==> config.mk <==
export PLATFORM = sky130hd
export DESIGN_NAME = gray_counter_param
export DESIGN_NICKNAME = d
export VERILOG_FILES = /design/src/rtl/gray_counter_param.sv
export SDC_FILE = /design/constraint.sdc
export NUM_CORES = 1
export LEC_CHECK = 0
export ABC_AREA = 0
export BUFFER_PORTS_ARGS = -buffer_cell sky130_fd_sc_hd__buf_2
export CAP_MARGIN = 10
export CELL_PAD_IN_SITES_DETAIL_PLACEMENT = 2
export CELL_PAD_IN_SITES_GLOBAL_PLACEMENT = 2
export CORE_MARGIN = 3
export CORE_UTILIZATION = 29
export CTS_BUF_LIST = sky130_fd_sc_hd__clkbuf_8
export CTS_CLUSTER_DIAMETER = 200
export CTS_CLUSTER_SIZE = 14
export DETAILED_ROUTE_END_ITERATION = 10
export PLACE_DENSITY = 0.85
export SYNTH_ARGS = -nofsm -noshare
export SYNTH_HDL_FRONTEND = slang
export SYNTH_SLANG_ARGS = --single-unit
==> constraint.sdc <==
create_clock -name clk_i -period 2 [get_ports clk_i]
set_input_delay 0.5 -clock clk_i [delete_from_list [all_inputs] [get_ports clk_i]]
set_output_delay 0.5 -clock clk_i [all_outputs]
set_load 0.1 [all_outputs]
==> src/rtl/gray_counter_param.sv <==
// Parametrised up/down Gray-code counter with clear, Gray-coded load, wrap/saturate
// bounds and a terminal-count pulse. Define GCNT_CHECK_EN to add the Gray-integrity checker.
module gray_counter_param #(
  parameter int WIDTH    = 4,
  parameter int SATURATE = 0,
  parameter int RST_VAL  = 0
) (
  input  logic             clk_i,
  input  logic             rst_i,
  input  logic             en_i,
  input  logic             up_i,
  input  logic             clr_i,
  input  logic             load_i,
  input  logic [WIDTH-1:0] load_gray_i,
  output logic [WIDTH-1:0] gray_o,
  output logic [WIDTH-1:0] bin_o,
  output logic             tc_o,
  output logic             err_o
);

  localparam logic [WIDTH-1:0] MAX_BIN  = '1;
  localparam logic [WIDTH-1:0] RST_BIN  = WIDTH'(RST_VAL);
  localparam logic [WIDTH-1:0] RST_GRAY = RST_BIN ^ (RST_BIN >> 1);

  logic [WIDTH-1:0] bin_q, bin_d;
  logic [WIDTH-1:0] gray_q, gray_d;
  logic             tc_q, tc_d;

  function automatic logic [WIDTH-1:0] gray2bin(input logic [WIDTH-1:0] g);
    logic [WIDTH-1:0] b;
    b[WIDTH-1] = g[WIDTH-1];
    for (int i = WIDTH - 2; i >= 0; i--) begin
      b[i] = b[i+1] ^ g[i];
    end
    return b;
  endfunction

  // A step off either bound is a terminal-count event in both modes; only the
  // landing value differs (wrap to the opposite bound or stay put).
  always_comb begin
    bin_d = bin_q;
    tc_d  = 1'b0;
    if (clr_i) begin
      bin_d = '0;
    end else if (load_i) begin
      bin_d = gray2bin(load_gray_i);
    end else if (en_i) begin
      if (up_i) begin
        if (bin_q == MAX_BIN) begin
          tc_d  = 1'b1;
          bin_d = (SATURATE != 0) ? bin_q : '0;
        end else begin
          bin_d = bin_q + WIDTH'(1);
        end
      end else begin
        if (bin_q == '0) begin
          tc_d  = 1'b1;
          bin_d = (SATURATE != 0) ? bin_q : MAX_BIN;
        end else begin
          bin_d = bin_q - WIDTH'(1);
        end
      end
    end
    gray_d = bin_d ^ (bin_d >> 1);
  end

  always_ff @(posedge clk_i or posedge rst_i) begin
    if (rst_i) begin
      bin_q  <= RST_BIN;
      gray_q <= RST_GRAY;
      tc_q   <= 1'b0;
    end else begin
      bin_q  <= bin_d;
      gray_q <= gray_d;
      tc_q   <= tc_d;
    end
  end

  assign bin_o  = bin_q;
  assign gray_o = gray_q;
  assign tc_o   = tc_q;

`ifdef GCNT_CHECK_EN
  // shadow_q holds the previous gray_o; step_q marks that the last edge was a
  // pure step or hold, so the transition shadow_q -> gray_q must change <= 1 bit.
  logic [WIDTH-1:0] shadow_q;
  logic             step_q;
  logic             err_q;
  logic [WIDTH-1:0] diff;
  logic             multi_bit;

  assign diff      = shadow_q ^ gray_q;
  assign multi_bit = (diff & (diff - WIDTH'(1))) != '0;

  always_ff @(posedge clk_i or posedge rst_i) begin
    if (rst_i) begin
      shadow_q <= RST_GRAY;
      step_q   <= 1'b0;
      err_q    <= 1'b0;
    end else begin
      shadow_q <= gray_q;
      step_q   <= !clr_i && !load_i;
      err_q    <= err_q | (step_q & multi_bit);
    end
  end

  assign err_o = err_q;
`else
  assign err_o = 1'b0;
`endif

endmodule

Yosys cells after proc, flatten, opt, wreduce, memory -nomap -nowiden:

Cells that the tools add are included.

* register bits after elaboration: 9
* bits of input ports: 10
* output and inout port bits: 10
* word-level logic and storage cells: 23

* add/subtract/negate cells: 2
* equality and inequality tests: 1
* multiplexer cells: 12
* bitwise gates (word level): 4
* reduce and logical (&&, ||, !) cells: 1

Operators with widths (count)
* 4-bit 2-to-1 mux: 6
* 1-bit 2-to-1 mux: 6
* 4-bit by 1-bit adder with 4-bit output (second input constant): 1
* 4-bit equality test (second input constant): 1
* 4-bit logical NOT: 1
* 4-bit by 1-bit subtractor with 4-bit output (second input constant): 1
* 4-bit by 3-bit XOR with 4-bit output: 1
* 1-bit XOR: 3

Logic depth before layout (Yosys ltp):

Gate-level depths: netlist of run 1.

* word-level depth: 7
* gate-level depth with buffers: 7
* depth with buffers taken out: 7

Worst setup path after synthesis of run 1:

No wires, ideal clock.

* kind: register -> register
* from: reg bin_q[0], in the netlist bin_o[0]
* to: reg gray_q[2], in the netlist gray_o[2]
* setup time: 126 ps
* data arrival time: 2264 ps
* data required time: 1874 ps
* path slack: -390 ps
* stages on the path, launching flop included: 8
* clock period less this slack: 2390 ps
* cell sequence: dfrtp_1 inv_1 ha_1 o21bai_1 a21oi_1 a311oi_1 o31a_2 xnor2_1

* cells in the longest elaborated chain, start to end: 7

Ends and longest elaborated chain
* from (decl): line 25 `logic [WIDTH-1:0] bin_q, bin_d;`
* from (signal assigned): line 73 `bin_q <= bin_d;`
* 4-bit by 1-bit subtractor with 4-bit output, or another cell as far along: line 60 `bin_d = bin_q - WIDTH'(1);`
* 4-bit 2-to-1 mux, on equally long branches: line 56, 49
* 4-bit 2-to-1 mux *: line 48 `if (up_i) begin`
* 4-bit 2-to-1 mux *: line 47 `end else if (en_i) begin`
* 4-bit 2-to-1 mux *: line 45 `end else if (load_i) begin`
* 4-bit 2-to-1 mux *: line 43 `if (clr_i) begin`
* named net bin_d[3]: line 25
* 4-bit by 3-bit XOR with 4-bit output *: line 64 `gray_d = bin_d ^ (bin_d >> 1);`
* named net gray_d[2]: line 26 `logic [WIDTH-1:0] gray_q, gray_d;`
* to (signal assigned): line 74 `gray_q <= gray_d;`
* to (decl): line 26

Mark *: on every way through the listed nets, which the timed path passes. The rest lies on a longest branch.

Final worst setup path of run 1:

* from: reg bin_q[0], in the netlist bin_o[0]
* to: reg gray_q[0], in the netlist gray_o[0]

* cells in the longest elaborated chain, start to end: 7

Ends and longest elaborated chain (line)
* 4-bit by 1-bit subtractor with 4-bit output, or another cell as far along: 60
* 4-bit 2-to-1 mux, on equally long branches: 56, 49
* 4-bit 2-to-1 mux: 48
* 4-bit 2-to-1 mux *: 47
* 4-bit 2-to-1 mux *: 45
* 4-bit 2-to-1 mux *: 43
* 4-bit by 3-bit XOR with 4-bit output *: 64
* named net gray_d[0]: 26

Marks and branches as above.

==> results of run 1 <==
sequential cells by signal, summed over array words and instances (netlist names):
register and cells:
bin_o 4, gray_o 3, tc_o 1
metrics by stage:
stage | utilization (%) | std cells | power, mW
floorplan | - | 62 | 0.479
global placement | 37.6 | 102 | 0.533
detailed placement | 37.6 | 102 | 0.539
CTS | 40.1 | 106 | 0.753
global route | 40.7 | 106 | 0.788
finish | 40.7 | 106 | 0.746
logic make-up (layout without fill, tap and decap cells):
kind of cell | after synthesis | in the layout | share of synthesized area, %
other | 1 | 1 | 0.649
AO/OA/AOI/OAI | 14 | 14 | 16.2
adder cells (fa/ha/maj) | 2 | 2 | 4.33
multiplexers | 3 | 3 | 5.20
flip-flops | 8 | 8 | 34.6
AND/OR/NAND/NOR | 18 | 18 | 19.5
XOR/XNOR | 7 | 7 | 10.6
buffers and inverters | 9 | 28 | 8.87
cells in the mapped netlist:
library cell and n:
nor4b_1 1, nand3b_1 2, a21boi_0 1, nor2b_1 1, a311oi_1 1, or3b_2 1, and2b_2 1, xnor2_1 5
a211oi_1 1, o21ai_0 2, conb_1 1, xor2_1 2, a21oi_1 4, o31a_2 1, clkbuf_8 1, nand3_1 1
inv_1 5, or2b_2 1, and2b_1 1, a21boi_1 1, o21ai_2 1, o21bai_1 1, nor3_1 3, buf_4 2
nand4_1 1, a31oi_1 1, or4_1 1, ha_1 2, inv_2 1, dfrtp_1 8, mux2i_1 3, nor2_1 4
per-layer routing:
layer  vias up  wire (um)  track usage, %  share of wire, %
li1        250          -               -                 -
met1       240        680            16.5                42
met2        14        841            22.8                51
met3         5         78            5.34               4.8
met4         0         35            6.73               2.1
met5         -          0               0                 0
power breakdown:
part	leakage [nW]	switching (mW)	internal (mW)
Combinational	0.220	0.264	0.0746
Sequential	0.0988	0.0189	0.186
Clock	0.0269	0.0696	0.133
Total	0.346	0.353	0.394
path summary, 6_finish.rpt:
kind | cells after the start | endpoint | start | slack [ns]
max | 7 | gray_o[0] | bin_o[0] | 0.13
min in group clk_i | 2 | gray_o[0] | clr_i | 0.51
min | 2 | gray_o[1] | rst_i | 0.20
min reg2reg | 3 | tc_o | bin_o[2] | 0.72
max reg2reg | 7 | gray_o[0] | bin_o[0] | 0.13
max in group asynchronous | 2 | bin_o[0] | rst_i | 1.53
cell type report:
| class | count | area (um2) |
|---|---|---|
| clock buffers | 3 | 41.3 |
| flip-flops and latches | 8 | 206 |
| clock inverters | 1 | 3.75 |
| repair buffers | 18 | 90.1 |
| inverters | 6 | 22.5 |
| fillers | 216 | 1070 |
| well taps | 25 | 31.3 |
| multi-input cells | 45 | 338 |
repair_timing:
action | 4_1_cts | 5_1_grt
resized for setup | 0 | 2
hold buffers | 0 | 0
setup endpoints to repair | 0 | 2
==> impl_metrics.csv, run 1 <==
group,metric,value,unit
sta,setup_viol,0,
route,antenna_left,0,
cts,cts_htree_levels,1,
critical_path,crit_buf_inv,1,
critical_path,critPathLaunchType,"flip-flop",
synth,synthDominantCellAreaShare,34.6,%
grt,grt_max_degree,12,
cts,cts.clk_slew.worst_paths,0.04,ns
cts,clk_path_buf_depth,2,
synth,yosysSeqAreaShare,34.6,%
finish,nets,94,
finish,diodes,0,
route,drc,0,
pwr,ir_drop,0.000690,V
cts,postCtsSetupBuffers,0,
pwr,leakage,0.346,nW
grt,grt_pass1_vias,546,
cts,cts_made_buffers,3,
critical_path,slowest_stage,"dfrtp_4",
synth,yosysWarnings,0,
cts,cts_sinks,8,
job,drv_cap,0,
synth,ys_ff_latch,8,
finish,drive_above_1_share,39.5,%
critical_path,path_cells,"inv_1, ha_1, nor4b_2, o21ai_0, a211oi_2, xor2_1, nor2_1",
synth,synth_cell_types,32,
route,drtIter0Drc,1,
synth,synth.largest_area_cell,"dfrtp_1",
sta,fin_skew,0.00206,ns
placed_design,hpwl,1.20,mm
floorplan,core-area,0.00180,mm2
grt,grt_antenna_before_repair,0,
placed_design,place.gp.congestion,0.827,
status,outcome,"complete, no violations",
sta,finalHoldViolCount,0,
floorplan,dieArea,0.00256,mm2
floorplan,ios,20,
route,num_vias,509,
sta,timing.final.crit_share,93.3,%
route,post_drt_via_cell_ratio,4.80,
sta,slew_viol_final,0,
placed_design,place_area,677,um2
synth,syn-cell-area,578,um2
synth,netlist_top_cells_area,"dfrtp_1 35%, xnor2_1 7.6%, mux2i_1 5.2%, ha_1 4.3%, a21oi_1 3.5%",
synth,avgSynthCellArea,9.32,um2
cts,cts_tree,"yes",
critical_path,worstPathMaxFanout,7,
critical_path,worstPathArrival,1.99,ns
cts,worstSkewPairLatency,0.23,ns
grt,grt_pass1_wl,2.59,mm
sta,hold-worst-slack,0.204,ns
finish,mostFrequentLayoutCells,"18 x buf_2, 6 x inv_1, 5 x xnor2_1, 5 x dfrtp_1",
pwr,power.density,1020,mW/mm2
critical_path,crit_required,2.12,ns
sta,fmaxAchievable,536,MHz
sta,setup_tns,0,ns
finish,final_area,733,um2
sta,min_period,1.87,ns
placed_design,post-place-ws,0.0418,ns
cts,clockRootBuffer,"clkbuf_8",
floorplan,rows,15,
finish,layout_commonest_cell,"buf_2",
grt,grt-ovfl-total,0,
floorplan,die_h,50.6,um
sta,worst_slack,0.135,ns
floorplan,start_util,32.1,%
finish,synthToLayoutAreaGrowth,26.8,%
critical_path,path_class,"reg -> reg",
route,wl_per_cell,15.4,um
route,drt_pre_antenna_iters,2,
synth,synth_nets,74,
hold_path,min_path_type,"in -> async",
critical_path,path_delay_family,"flip-flops",
synth,netlist_instances,62,
floorplan,die_x,50.6,um
placed_design,io_buffers,18,
route,wirelength,1.64,mm
critical_path,critical-path-max-stage-delay,0.50,ns
critical_path,critPathCaptureType,"flip-flop",
grt,grt_util_all_layers,14.2,%
Note: power is estimated with default switching activity, not from simulation.
==> inputs of run 2 (changes only) <==
- CORE_ASPECT_RATIO: unset -> 0.75
==> run 2 against run 1 <==
Design area is 0.68% higher. Critical path depth stayed put. Highest routed layer is now met3. First-iteration DRC count grew to 13 times the previous value. Routed wire length is 7.9% higher. Global-route usage is 0.53 points higher. Clock skew is 0.0030 ns higher. Register-to-register slack worse by 0.03 ns.
==> impl_metrics.csv, run 2 (synthesis gave the netlist of run 1 again) <==
group,metric,value,unit
placed_design,placed_cells,99,
finish,layout_commonest_cell,"buf_2",
grt,grt_util_all_layers,14.7,%
route,antenna_left,0,
status,outcome,"complete, no violations",
critical_path,critPathCaptureType,"flip-flop",
pwr,total_power,746,uW
critical_path,path_delay_family,"flip-flops",
cts,clk_path_buf_depth,2,
pwr,power.density,1010,mW/mm2
job,drv_cap,0,
grt,grt-ovfl-total,0,
cts,worstSkewPairLatency,0.23,ns
critical_path,r2r-end,"gray_o[0]",
sta,slew_viol_final,0,
grt,grt_antenna_before_repair,0,
cts,cts_tree,"yes",
route,wl_per_cell,17.1,um
finish,nets,94,
critical_path,critPathLaunchType,"flip-flop",
critical_path,path_class,"reg -> reg",
critical_path,r2r_cells,7,
critical_path,worstPathMaxFanout,7,
route,drt_pre_antenna_iters,4,
sta,fin_skew,0.00503,ns
sta,setup_tns,0,ns
route,num_vias,522,
floorplan,rows,13,
sta,fmaxAchievable,529,MHz
cts,cts_htree_levels,1,
grt,grt_max_degree,12,
cts,postCtsSetupBuffers,0,
floorplan,core-area,0.00181,mm2
hold_path,min_path_type,"in -> async",
critical_path,slowest_stage,"dfrtp_4",
cts,cts_made_buffers,3,
finish,final_area,738,um2
finish,synthToLayoutAreaGrowth,27.7,%
floorplan,start_util,32.0,%
floorplan,die_x,57.6,um
route,post_drt_via_cell_ratio,5.07,
route,drc,0,
finish,instances_no_fill,103,
floorplan,ios,20,
sta,min_period,1.89,ns
route,drtIter0Drc,13,
placed_design,place.gp.congestion,0.777,
pwr,ir_drop,0.000721,V
critical_path,crit_buf_inv,1,
placed_design,hpwl,1.29,mm
critical_path,critical-path-max-stage-delay,0.50,ns
sta,hold-worst-slack,0.211,ns
floorplan,dieArea,0.00257,mm2
grt,grt_pass1_vias,542,
critical_path,r2r_start,"bin_o[0]",
critical_path,path_cells,"inv_1, ha_1, nor4b_4, o21ai_0, a211oi_2, xor2_1, nor2_1",
cts,cts.clk_slew.worst_paths,0.04,ns
critical_path,rrSetupSlack,0.11,ns
route,wirelength,1.76,mm
sta,timing.final.crit_share,94.6,%
sta,finalHoldViolCount,0,
placed_design,place_area,673,um2
cts,clockRootBuffer,"clkbuf_8",
critical_path,worstPathArrival,2.00,ns
critical_path,crit_required,2.11,ns
finish,mostFrequentLayoutCells,"18 x buf_2, 6 x inv_1, 5 x xnor2_1, 5 x dfrtp_1",
finish,diodes,0,
sta,setup_viol,0,
floorplan,die_h,44.7,um
placed_design,io_buffers,18,
pwr,leakage,0.351,nW
finish,drive_above_1_share,39.5,%
grt,grt_pass1_wl,2.72,mm
finish,largest_reg_flops,4,
cts,cts_sinks,8,
-- run 2: cell count changes in the layout (fill, tap and decap cells not counted) --
| cell | previous run | this run |
|---|---|---|
| nor4b_2 | 1 | 0 |
| nor4b_4 | 0 | 1 |
-- run 2: cell type report --
| cell class | instances | area [um2] |
|---|---|---|
| fillers | 201 | 1070 |
| multi-input cells | 45 | 347 |
| flip-flops and latches | 8 | 206 |
| repair buffers | 18 | 90.1 |
| clock buffers | 3 | 41.3 |
| well taps | 22 | 27.5 |
| inverters | 6 | 22.5 |
| clock inverters | 1 | 3.75 |
-- run 2: layer usage --
layer  routed length [um]  GRT usage (%)
met5                    0              0
met4                    0           2.78
met3                   78           4.66
met2                  888           26.6
met1                  796           17.4
-- run 2: worst max-delay path by stage --
| stage | start | endpoint | slack (ns) | cells after the start |
|---|---|---|---|---|
| after CTS | bin_o[0] | gray_o[0] | 0.13 | 7 |
| after detailed placement | bin_o[0] | gray_o[0] | -0.06 | 7 |
| after global routing | bin_o[0] | gray_o[0] | -0.02 | 7 |
| after floorplan | bin_o[1] | gray_o[2] | 0.03 | 7 |
| after global placement | bin_o[0] | gray_o[0] | 0.17 | 7 |
| final | bin_o[0] | gray_o[0] | 0.11 | 7 |
-- run 2: through the flow --
stage / util [%] / worst slack, ns
2_1_floorplan: - / 0.0345
3_3_place_gp: 37.3 / 0.168
3_5_place_dp: 37.3 / -0.0605
4_1_cts: 40.4 / 0.127
5_1_grt: 40.9 / -0.0223
6_report: 40.9 / 0.109
-- run 2: what timing repair did --
action / 4_1_cts / 5_1_grt
resized for setup: 2 / 1
pin swaps: 0 / 1
hold buffers: 0 / 0
setup endpoints to repair: 2 / 1
-- run 2: power by group --
| group | total, mW | internal [mW] | switching [mW] |
|---|---|---|---|
| Clock | 0.195 | 0.133 | 0.0625 |
| Combinational | 0.344 | 0.0772 | 0.267 |
| Sequential | 0.207 | 0.186 | 0.0206 |
